===== src/rtl/pipeline_id_tracker.sv =====
// -----------------------------------------------------------------------------
// pipeline_id_tracker
//
// Purpose:
//   Gives every fetched instruction a sequence ID and carries the ID plus a
//   valid tag through five stage slots (IF, ID, EX, MEM, WB). The slots follow
//   the CPU's stall and flush behaviour, so a downstream debug-message
//   collector can index its storage by stage ID. A retire strobe is raised
//   for each instruction that leaves WB. The block also counts retires,
//   bubbles and flush kills, and flags out-of-order retirement.
//
// Parameters:
//   ID_DEPTH  number of distinct IDs; IDs wrap ID_DEPTH-1 -> 0 (>= 2)
//   CNT_W     width of the saturating event counters
//
// Ports:
//   clk_i            clock, rising-edge
//   rst_ni           asynchronous active-low reset
//   pc_stall_i       PC hold (hazard)
//   if_id_stall_i    IF/ID hold (hazard)
//   if_flush_i       kill the instruction entering ID
//   id_flush_i       kill the instruction entering EX
//   halt_i           stop issuing new IDs; the pipeline drains
//   {f,d,x,m,w}_id_o   stage IDs
//   {f,d,x,m,w}_vld_o  stage valid tags
//   retire_vld_o     one pulse per completed instruction (= w_vld_o)
//   retire_id_o      ID of the retiring instruction (= w_id_o)
//   retired_cnt_o    instructions retired
//   bubble_cnt_o     stall cycles (bubbles inserted into EX)
//   flush_cnt_o      valid instructions killed by if_flush_i / id_flush_i
//   drained_o        all five valid tags low
//   seq_err_o        sticky: a retired ID differed from the expected next ID
// -----------------------------------------------------------------------------
module pipeline_id_tracker #(
  parameter  int ID_DEPTH = 72,
  parameter  int CNT_W    = 32,
  localparam int IW       = $clog2(ID_DEPTH)
) (
  input  logic             clk_i,
  input  logic             rst_ni,
  input  logic             pc_stall_i,
  input  logic             if_id_stall_i,
  input  logic             if_flush_i,
  input  logic             id_flush_i,
  input  logic             halt_i,
  output logic [IW-1:0]    f_id_o,
  output logic [IW-1:0]    d_id_o,
  output logic [IW-1:0]    x_id_o,
  output logic [IW-1:0]    m_id_o,
  output logic [IW-1:0]    w_id_o,
  output logic             f_vld_o,
  output logic             d_vld_o,
  output logic             x_vld_o,
  output logic             m_vld_o,
  output logic             w_vld_o,
  output logic             retire_vld_o,
  output logic [IW-1:0]    retire_id_o,
  output logic [CNT_W-1:0] retired_cnt_o,
  output logic [CNT_W-1:0] bubble_cnt_o,
  output logic [CNT_W-1:0] flush_cnt_o,
  output logic             drained_o,
  output logic             seq_err_o
);

  localparam logic [IW-1:0]    ID_LAST = IW'(ID_DEPTH - 1);
  localparam logic [CNT_W-1:0] CNT_MAX = '1;

  // Modulo-ID_DEPTH increment. ID_DEPTH need not be a power of two, so the
  // wrap is explicit rather than relying on IW-bit overflow.
  function automatic logic [IW-1:0] incId(input logic [IW-1:0] id);
    return (id == ID_LAST) ? '0 : id + IW'(1);
  endfunction

  // Saturating add of a small increment (0..2) to an event counter.
  function automatic logic [CNT_W-1:0] satAdd(input logic [CNT_W-1:0] cnt,
                                              input logic [1:0]       inc);
    logic [CNT_W:0] sum;
    sum = {1'b0, cnt} + (CNT_W+1)'(inc);
    return sum[CNT_W] ? CNT_MAX : sum[CNT_W-1:0];
  endfunction

  // Stage slot registers
  logic [IW-1:0] fId_q, fId_d;
  logic [IW-1:0] dId_q, dId_d;
  logic [IW-1:0] xId_q, xId_d;
  logic [IW-1:0] mId_q, mId_d;
  logic [IW-1:0] wId_q, wId_d;
  logic          fVld_q, fVld_d;
  logic          dVld_q, dVld_d;
  logic          xVld_q, xVld_d;
  logic          mVld_q, mVld_d;
  logic          wVld_q, wVld_d;

  // Event counters and retire-order checker
  logic [CNT_W-1:0] retiredCnt_q, retiredCnt_d;
  logic [CNT_W-1:0] bubbleCnt_q, bubbleCnt_d;
  logic [CNT_W-1:0] flushCnt_q, flushCnt_d;
  logic [IW-1:0]    expId_q, expId_d;
  logic             seqErr_q, seqErr_d;

  logic       stall;
  logic       ifKill;
  logic       idKill;
  logic [1:0] flushInc;

  assign stall = pc_stall_i | if_id_stall_i;

  // During a stall if_flush_i hits the held instruction in D. Otherwise it
  // hits the instruction moving from F into D. id_flush_i only matters when D
  // actually advances into EX; during a stall EX receives a bubble anyway.
  assign ifKill   = if_flush_i & (stall ? dVld_q : fVld_q);
  assign idKill   = id_flush_i & dVld_q & ~stall;
  assign flushInc = {1'b0, ifKill} + {1'b0, idKill};

  // Stage movement. F and D hold on a stall while EX takes a bubble. MEM and
  // WB always advance, so older instructions keep draining past the hazard.
  // F's ID advances only when a valid F moves on. Once halt_i clears f_vld it
  // never sets again, which freezes f_id at the first unissued ID.
  always_comb begin
    fId_d  = fId_q;
    fVld_d = fVld_q;
    dId_d  = dId_q;
    dVld_d = dVld_q;
    xId_d  = xId_q;
    xVld_d = xVld_q;
    mId_d  = xId_q;
    mVld_d = xVld_q;
    wId_d  = mId_q;
    wVld_d = mVld_q;

    if (stall) begin
      dVld_d = dVld_q & ~if_flush_i;
      xVld_d = 1'b0;
    end else begin
      fVld_d = fVld_q & ~halt_i;
      if (fVld_q) begin
        fId_d = incId(fId_q);
      end
      dId_d  = fId_q;
      dVld_d = fVld_q & ~if_flush_i;
      xId_d  = dId_q;
      xVld_d = dVld_q & ~id_flush_i;
    end
  end

  // Counters and retire-order check. After a mismatch the expected ID is
  // re-anchored on the ID that actually retired, so one gap is reported once
  // and not on every later retire.
  always_comb begin
    retiredCnt_d = retiredCnt_q;
    bubbleCnt_d  = bubbleCnt_q;
    flushCnt_d   = satAdd(flushCnt_q, flushInc);
    expId_d      = expId_q;
    seqErr_d     = seqErr_q;

    if (stall) begin
      bubbleCnt_d = satAdd(bubbleCnt_q, 2'd1);
    end

    if (wVld_q) begin
      retiredCnt_d = satAdd(retiredCnt_q, 2'd1);
      expId_d      = incId(wId_q);
      if (wId_q != expId_q) begin
        seqErr_d = 1'b1;
      end
    end
  end

  // Reset leaves a valid ID 0 sitting in F so fetch starts on the first
  // edge after release. Every downstream slot is empty.
  always_ff @(posedge clk_i or negedge rst_ni) begin
    if (!rst_ni) begin
      fId_q        <= '0;
      fVld_q       <= 1'b1;
      dId_q        <= '0;
      dVld_q       <= 1'b0;
      xId_q        <= '0;
      xVld_q       <= 1'b0;
      mId_q        <= '0;
      mVld_q       <= 1'b0;
      wId_q        <= '0;
      wVld_q       <= 1'b0;
      retiredCnt_q <= '0;
      bubbleCnt_q  <= '0;
      flushCnt_q   <= '0;
      expId_q      <= '0;
      seqErr_q     <= 1'b0;
    end else begin
      fId_q        <= fId_d;
      fVld_q       <= fVld_d;
      dId_q        <= dId_d;
      dVld_q       <= dVld_d;
      xId_q        <= xId_d;
      xVld_q       <= xVld_d;
      mId_q        <= mId_d;
      mVld_q       <= mVld_d;
      wId_q        <= wId_d;
      wVld_q       <= wVld_d;
      retiredCnt_q <= retiredCnt_d;
      bubbleCnt_q  <= bubbleCnt_d;
      flushCnt_q   <= flushCnt_d;
      expId_q      <= expId_d;
      seqErr_q     <= seqErr_d;
    end
  end

  assign f_id_o        = fId_q;
  assign d_id_o        = dId_q;
  assign x_id_o        = xId_q;
  assign m_id_o        = mId_q;
  assign w_id_o        = wId_q;
  assign f_vld_o       = fVld_q;
  assign d_vld_o       = dVld_q;
  assign x_vld_o       = xVld_q;
  assign m_vld_o       = mVld_q;
  assign w_vld_o       = wVld_q;
  assign retire_vld_o  = wVld_q;
  assign retire_id_o   = wId_q;
  assign retired_cnt_o = retiredCnt_q;
  assign bubble_cnt_o  = bubbleCnt_q;
  assign flush_cnt_o   = flushCnt_q;
  assign drained_o     = ~(fVld_q | dVld_q | xVld_q | mVld_q | wVld_q);
  assign seq_err_o     = seqErr_q;

endmodule


===== config.mk =====
export PLATFORM = sky130hd
export DESIGN_NAME = pipeline_id_tracker
export DESIGN_NICKNAME = d
export VERILOG_FILES = /design/src/rtl/pipeline_id_tracker.sv
export SDC_FILE = /design/constraint.sdc
export NUM_CORES = 1
export LEC_CHECK = 0
export CORE_MARGIN = 5
export CORE_UTILIZATION = 46
export DETAILED_ROUTE_END_ITERATION = 10
export PLACE_DENSITY = 0.77
export SETUP_SLACK_MARGIN = 0.05
export SLEW_MARGIN = 15
export SYNTH_ARGS = -nofsm -noshare
export SYNTH_HDL_FRONTEND = slang
export SYNTH_SLANG_ARGS = --single-unit

===== constraint.sdc =====
create_clock -name clk_i -period 2.9 [get_ports clk_i]
set_input_delay 0.58 -clock clk_i [delete_from_list [all_inputs] [get_ports clk_i]]
set_output_delay 0.58 -clock clk_i [all_outputs]
set_load 0.01 [all_outputs]

==> reports/metrics.csv, run 1 <==
stage;metric;value;unit
final_layout;post-route cell area;9240;um2
logic_synthesis;Mapped Area;6760;um2
routing;Vias;5575;
floorplan;width of the chip;131;um
final_layout;filler instances;1127;
logic_synthesis;Seq/Total Area, Yosys;53.3;%
timing;Final setup viols;0;
logic_synthesis;largest cells by area after synthesis;dfrtp_1, nand2_1, xor2_1;
worst_setup_path;arrival time at the worst endpoint;3.03;ns
clocking;Root Buffer;clkbuf_16;
floorplan;die height;131;um
final_layout;share of layout cells above drive strength 1;12.2;%
routing;drt total wl;16900;um
floorplan;Core Region;14500;um2
routing;drt wl/cell;16.5;um
timing;upper clock frequency limit;366;MHz
logic_synthesis;Mapped Cells;654;
power;Pwr Density;494;nW/um2
timing;measured slew at the worst slew-check pin;0.807;ns
logic_synthesis;Yosys reg bits;144;
final_layout;Layout area overhead;36.7;%
logic_synthesis;Async SR Flop Fraction;100;%
logic_synthesis;top-area cell type share of the netlist area;52.9;%
flow_run;maxcap violations;0;
routing;initial drt markers;448;
final_layout;multi-input logic area;2990;um2
clocking;hold_buf cts;0;
placed_design;DP Cell Count;993;
logic_synthesis;Synth warnings;0;
placed_design;final estimated routing congestion in global placement;0.875;
clocking;clock-pin slew on the worst setup and hold paths;0.06;ns
routing;# DRC;0;
placed_design;Post-DP HPWL;12300;um
logic_synthesis;Netlist cell types;56;
global_routing;pin count of the biggest net entering global routing;80;
outcome;status;complete, no violations;
final_layout;diodes inserted;0;
logic_synthesis;Post-synth EDFFs;0;
placed_design;dpl cell area;8640;um2
routing;post-route ant nets;0;
clocking;CTS Buffer Depth;2;
worst_setup_path;CP Class;primary input to flip-flop;
floorplan;DIE AREA;17200;um2
final_layout;sequential cell area;3600;um2
timing;setup skew after layout;0.00703;ns
clocking;post-CTS setup buffers;0;
logic_synthesis;Synth area leader;dfrtp_1;
global_routing;Tot GR Track Use;19.8;%
logic_synthesis;most common cell in the netlist;dfrtp_1;
clocking;clk sink count;144;
timing;Final Slew Violations;0;
clocking;CTS tree;yes;
final_layout;nets;841;
routing;Pre-Repair DR Iteration Count;5;
power;VDD IR-drop max;367;uV
floorplan;io pins;153;
final_layout;fin cells;1023;
floorplan;Rows;44;
power;Tot Pwr;4.57;mW
timing;minimum clock period after layout;2.73;ns
timing;RSZ-0062 raised after global routing;no;
worst_setup_path;WP data required;3.20;ns
worst_setup_path;CP endpoint kind;flip-flop;
global_routing;antenna violations before repair;0;
clocking;clk_lat worst skew;0.42;ns
logic_synthesis;syn_area_per_cell;10.3;um2
floorplan;Initial Util;46.7;%
timing;hold_ws;0.0415;ns
global_routing;vias in the first global route;5745;
placed_design;I/O Buffers;152;
clocking;TritonCTS buffer count;17;
timing;Fin. Hold Viols;0;
global_routing;first-pass GRT wire length;28600;um
worst_hold_path;worst min-delay path class;primary input to async pin;
timing;period utilization;94.3;%
logic_synthesis;ys flop type;dfrtp_1;
clocking;H-tree levels;4;
worst_setup_path;crit path launch type;primary input;
routing;routed vias/inst;5.45;
timing;Worst slew margin;46.1;%
power;Pleak;4.29;nW
logic_synthesis;top post-synthesis cells by count;dfrtp_1, nand2_1, nor2_1, nand3_1, xor2_1;
logic_synthesis;syn nets;667;
final_layout;final core utilization;63.8;%
global_routing;gr ovfl total;0;
clocking;CTS resizes;0;
worst_setup_path;Worst Path Max Fanout;4;
==> worst paths after layout <==
path / from / to / slack (ns) / cells after the start
worst max-delay path: if_id_stall_i / flush_cnt_o[31]$_DFF_PN0_ / 0.17 / 11
worst min-delay path: rst_ni / retired_cnt_o[0]$_DFFE_PN0P_ / 0.04 / 1
worst max register to register: f_vld_o$_DFFE_PN1P_ / flush_cnt_o[16]$_DFF_PN0_ / 0.46 / 12
worst min register to register: m_id_o[4]$_DFF_PN0_ / retire_id_o[4]$_DFF_PN0_ / 0.38 / 0
max in group asynchronous: rst_ni / flush_cnt_o[14]$_DFF_PN0_ / 2.10 / 2
min in group clk_i: m_id_o[4]$_DFF_PN0_ / retire_id_o[4]$_DFF_PN0_ / 0.38 / 0
==> critical path, cell delays in order <==
cell and delay [ns]:
clkdlybuf4s50_1 0.46, or2_2 0.34, a21oi_2 0.18, nor2b_2 0.07
fa_1 0.43, buf_4 0.15, nand4_1 0.10, nor2_1 0.07
and3_1 0.22, nand4_1 0.10, mux2_1 0.32
==> metal layers <==
metal	share of wire [%]	GRT usage, %
met1	43	24.9
met2	50	32.4
met3	5.2	5.05
met4	2.1	8.72
met5	0	0
==> layout by cell type, fill, tap and decap left out, types with 4 or more instances in the layout <==
cell type / n
a41oi_1: 6
nand3_1: 42
nand4_1: 28
o21a_1: 6
clkbuf_8: 5
buf_4: 27
a31oi_1: 9
nand2b_1: 4
o22ai_1: 4
nor2_1: 47
clkbuf_16: 17
xnor2_1: 23
and2_1: 9
mux2_1: 5
and4_1: 10
mux2_2: 19
a21oi_1: 20
xor2_1: 41
and3_1: 16
nor3_1: 19
nor4_1: 6
mux2i_1: 5
inv_1: 14
dfrtp_1: 143
ha_1: 4
nand2_1: 96
clkdlybuf4s50_1: 151
and3_2: 4
==> logic make-up after synthesis <==
| kind of cell | after synthesis | share of synthesized area, % |
|---|---|---|
| buffers and inverters | 41 | 2.85 |
| flip-flops | 144 | 53.3 |
| adder cells (fa/ha/maj) | 6 | 1.22 |
| AND/OR/NAND/NOR | 307 | 23.4 |
| multiplexers | 29 | 4.74 |
| AO/OA/AOI/OAI | 63 | 6.14 |
| XOR/XNOR | 64 | 8.29 |
==> flip-flops by register name, summed over array words and instances (netlist names) <==
register,count
d_vld_o,1
f_vld_o,1
x_id_o,7
d_id_o,7
seq_err_o,1
x_vld_o,1
retire_id_o,7
expId_q,7
f_id_o,7
m_vld_o,1
m_id_o,7
bubble_cnt_o,32
retired_cnt_o,32
flush_cnt_o,32
retire_vld_o,1
==> power breakdown <==
part           internal [mW]  total, mW  switching [mW]
sequential              2.06       2.13          0.0684
combinational          0.143      0.295           0.152
clock                   1.37       2.15           0.780
==> area by class of cell <==
type                       count  area share [%]
sequential                   144            39.0
multi-input combinational    469            32.4
timing repair buffer         182            19.2
clock buffer                  25            5.47
tap                          184            2.49
clock inverter                 5           0.840
inverter                      14           0.569
==> per-stage QoR <==
| stage | worst slack (ns) | setup TNS, ns |
|---|---|---|
| floorplan | 0.0583 | 0 |
| global placement | -0.264 | -6.23 |
| detailed placement | -0.334 | -8.62 |
| CTS | 0.105 | 0 |
| global route | 0.0612 | 0 |
| finish | 0.166 | 0 |
No activity file was read; power rests on OpenSTA's default activity.
==> run 2, diff against run 1 <==
--- a/config.mk
+++ b/config.mk
@@ -5,6 +5,7 @@
 export SDC_FILE = /design/constraint.sdc
 export NUM_CORES = 1
 export LEC_CHECK = 0
+export CORE_ASPECT_RATIO = 0.8
 export CORE_MARGIN = 5
 export CORE_UTILIZATION = 46
 export DETAILED_ROUTE_END_ITERATION = 10
==> run 2 against run 1 <==
Effect of this change: combinational power shrank 2%; via count grew 1.0%; clock-buffer cell count shrank 8; power grew 1.3%; sequential power is essentially flat; first-iteration DRC count shrank 33%; non-clock buffer count shrank 5; hold slack gained 0.052 ns; global-route usage grew 0.15 points; setup slack gained 0.046 ns; die area is essentially flat; critical path type unchanged.
==> reports/metrics.csv, run 2 (synthesis results as in run 1) <==
stage;metric;value;unit;change
worst_setup_path;CP Class;primary input to flip-flop;;unchanged
clocking;CTS tree;yes;;unchanged
final_layout;Layout area overhead;37.1;%;was 36.7%
clocking;H-tree levels;4;;unchanged
routing;Pre-Repair DR Iteration Count;5;;unchanged
global_routing;first-pass GRT wire length;28800;um;was 28,600 um
global_routing;GR Layer Usage met3;5.24;%;was 5.05%
power;Pwr Density;499;nW/um2;was 494 nW/um2
clocking;clk sink count;144;;unchanged
global_routing;pin count of the biggest net entering global routing;63;;was 80
final_layout;most frequent cells in the layout;clkdlybuf4s50_1, dfrtp_1, nand2_1, nor2_1;;was clkdlybuf4s50_1, dfrtp_1, nand2_1, nor2_1, nand3_1
timing;period utilization;92.7;%;was 94.3%
routing;Vias;5633;;was 5,575
worst_setup_path;CP startpoint;if_id_stall_i;;unchanged
placed_design;dpl cell area;8600;um2;was 8640 um2
floorplan;io pins;153;;unchanged
final_layout;share of layout cells above drive strength 1;12.8;%;was 12.2%
timing;final setup TNS;0;ns;unchanged
flow_run;maxcap violations;0;;unchanged
timing;measured slew at the worst slew-check pin;0.823;ns;was 0.807 ns
outcome;status;complete, no violations;;unchanged
worst_hold_path;worst min-delay path class;primary input to async pin;;unchanged
global_routing;GRT met1 Usage;28.2;%;was 24.9%
global_routing;vias in the first global route;5561;;was 5,745
worst_setup_path;arrival time at the worst endpoint;2.98;ns;was 3.03 ns
worst_setup_path;Worst Path Max Fanout;4;;unchanged
power;clock power share;47.9;%;was 47.0%
power;part of the power in registers;45.8;%;was 46.5%
timing;Worst slew margin;45.0;%;was 46.1%
routing;routed vias/inst;5.52;;was 5.45
floorplan;Initial Util;47.1;%;was 46.7%
final_layout;diodes inserted;0;;unchanged
clocking;clock-pin slew on the worst setup and hold paths;0.06;ns;about the same
final_layout;nets;836;;was 841
placed_design;final estimated routing congestion in global placement;0.865;;was 0.875
routing;drt wl/cell;16.7;um;was 16.5 um
power;sw power;1.13;mW;was 1.00 mW
floorplan;DIE AREA;17200;um2;about the same
power;VDD IR-drop max;603;uV;was 367 uV
placed_design;I/O Buffers;152;;unchanged
floorplan;Core Region;14300;um2;was 14,500 um2
worst_setup_path;CP endpoint kind;flip-flop;;unchanged
timing;setup skew after layout;0.0114;ns;was 0.00703 ns
timing;Fin. Hold Viols;0;;unchanged
floorplan;Rows;39;;was 44
routing;post-route ant nets;0;;unchanged
final_layout;most common cell after layout, fill and taps aside;clkdlybuf4s50_1;;unchanged
worst_setup_path;WP data required;3.20;ns;about the same
global_routing;gr busiest metal;met2;;unchanged
global_routing;gr ovfl total;0;;unchanged
timing;hold_ws;0.0937;ns;was 0.0415 ns
timing;Final setup viols;0;;unchanged
worst_setup_path;crit path launch type;primary input;;unchanged
clocking;TritonCTS buffer count;17;;unchanged
final_layout;post-route cell area;9270;um2;was 9240 um2
routing;drt total wl;17000;um;was 16,900 um
power;Power Internal;3.49;mW;was 3.57 mW
global_routing;antenna violations before repair;0;;unchanged
timing;RSZ-0062 raised after global routing;no;;unchanged
worst_setup_path;Reg-to-Reg Start;f_vld_o$_DFFE_PN1P_;;unchanged
power;switch share;24.5;%;was 21.9%
routing;# DRC;0;;unchanged
power;Logic pwr share;6.2;%;was 6.5%
placed_design;Post-DP HPWL;12200;um;was 12,300 um
power;Tot Pwr;4.63;mW;was 4.57 mW
floorplan;width of the chip;146;um;was 131 um
clocking;Root Buffer;clkbuf_16;;unchanged
clocking;CTS Buffer Depth;2;;unchanged
floorplan;die height;118;um;was 131 um
power;Pleak;4.30;nW;was 4.29 nW
timing;upper clock frequency limit;372;MHz;was 366 MHz
global_routing;met2 usage;30.7;%;was 32.4%
routing;initial drt markers;299;;was 448
final_layout;final core utilization;64.6;%;was 63.8%
clocking;clk_lat worst skew;0.42;ns;about the same
timing;Final Slew Violations;0;;unchanged
clocking;post-CTS setup buffers;0;;unchanged
global_routing;Tot GR Track Use;20.0;%;was 19.8%
timing;minimum clock period after layout;2.69;ns;was 2.73 ns
==> run 2: cell count changes in the layout (fill, tap and decap cells not counted), moves of 3 or more <==
cell | before | now
inv_8 | 0 | 3
buf_4 | 27 | 22
inv_6 | 0 | 4
clkbuf_8 | 5 | 0
clkbuf_1 | 3 | 0
clkinv_4 | 0 | 3
==> run 2: routing by layer <==
layer  wire, um  vias up  share of wire, %
met5          0        -                 0
met4        242        0               1.4
met3       1130       21               6.7
met2       7990      204                47
met1       7650     2760                45
li1           -     2648                 -
==> run 2: final timing paths <==
check	slack [ns]	end	cells after the start
setup / recovery	0.21	flush_cnt_o[17]$_DFF_PN0_	13
hold / removal	0.09	retired_cnt_o[10]$_DFFE_PN0P_	1
setup reg to reg	0.36	flush_cnt_o[17]$_DFF_PN0_	11
hold reg to reg	0.38	retire_id_o[2]$_DFF_PN0_	0
max in group asynchronous	1.97	retire_id_o[6]$_DFF_PN0_	2
min in group clk_i	0.38	retire_id_o[2]$_DFF_PN0_	0
==> run 2: power by group through the flow <==
stage / registers (mW) / clock network (mW) / logic [mW]
after floorplan: 2.16 / 0 / 0.0997
after global placement: 2.15 / 0 / 0.285
after detailed placement: 2.15 / 0 / 0.294
after CTS: 2.12 / 2.26 / 0.295
final: 2.12 / 2.22 / 0.289
after global routing: 2.13 / 2.36 / 0.327
==> run 2: layout make-up <==
class | count | area [um2]
Multi-Input combinational cell | 469 | 3030
Tap cell | 184 | 230
Clock buffer | 17 | 425
Clock inverter | 15 | 175
Inverter | 14 | 52.6
Timing Repair Buffer | 177 | 1750
Fill cell | 1132 | 5080
Sequential cell | 144 | 3600
==> run 2: worst max-delay path, cell delays in order <==
cell and delay, ns:
clkdlybuf4s50_1 0.45, nor2_1 0.15, and2_1 0.21, a21oi_4 0.06, nor2b_2 0.16, fa_2 0.23
buf_4 0.11, nand4_1 0.10, buf_4 0.18, nor3_4 0.23, nand4_1 0.16, xor2_1 0.26
nand2_1 0.10
==> run 2: through the flow <==
stage | std cells | setup slack, ns
2_1_floorplan | 654 | 0.0583
3_3_place_gp | 987 | -0.266
3_5_place_dp | 987 | -0.417
4_1_cts | 1019 | 0.110
5_1_grt | 1020 | 0.0695
6_report | 1020 | 0.212
==> run 2: repair_timing <==
action | CTS | global route
pin swaps | 0 | 1
gates cloned | 0 | 1
setup endpoints to repair | 1 | 22
hold buffers | 0 | 0
hold endpoints to repair | 0 | 0
resized for setup | 1 | 8
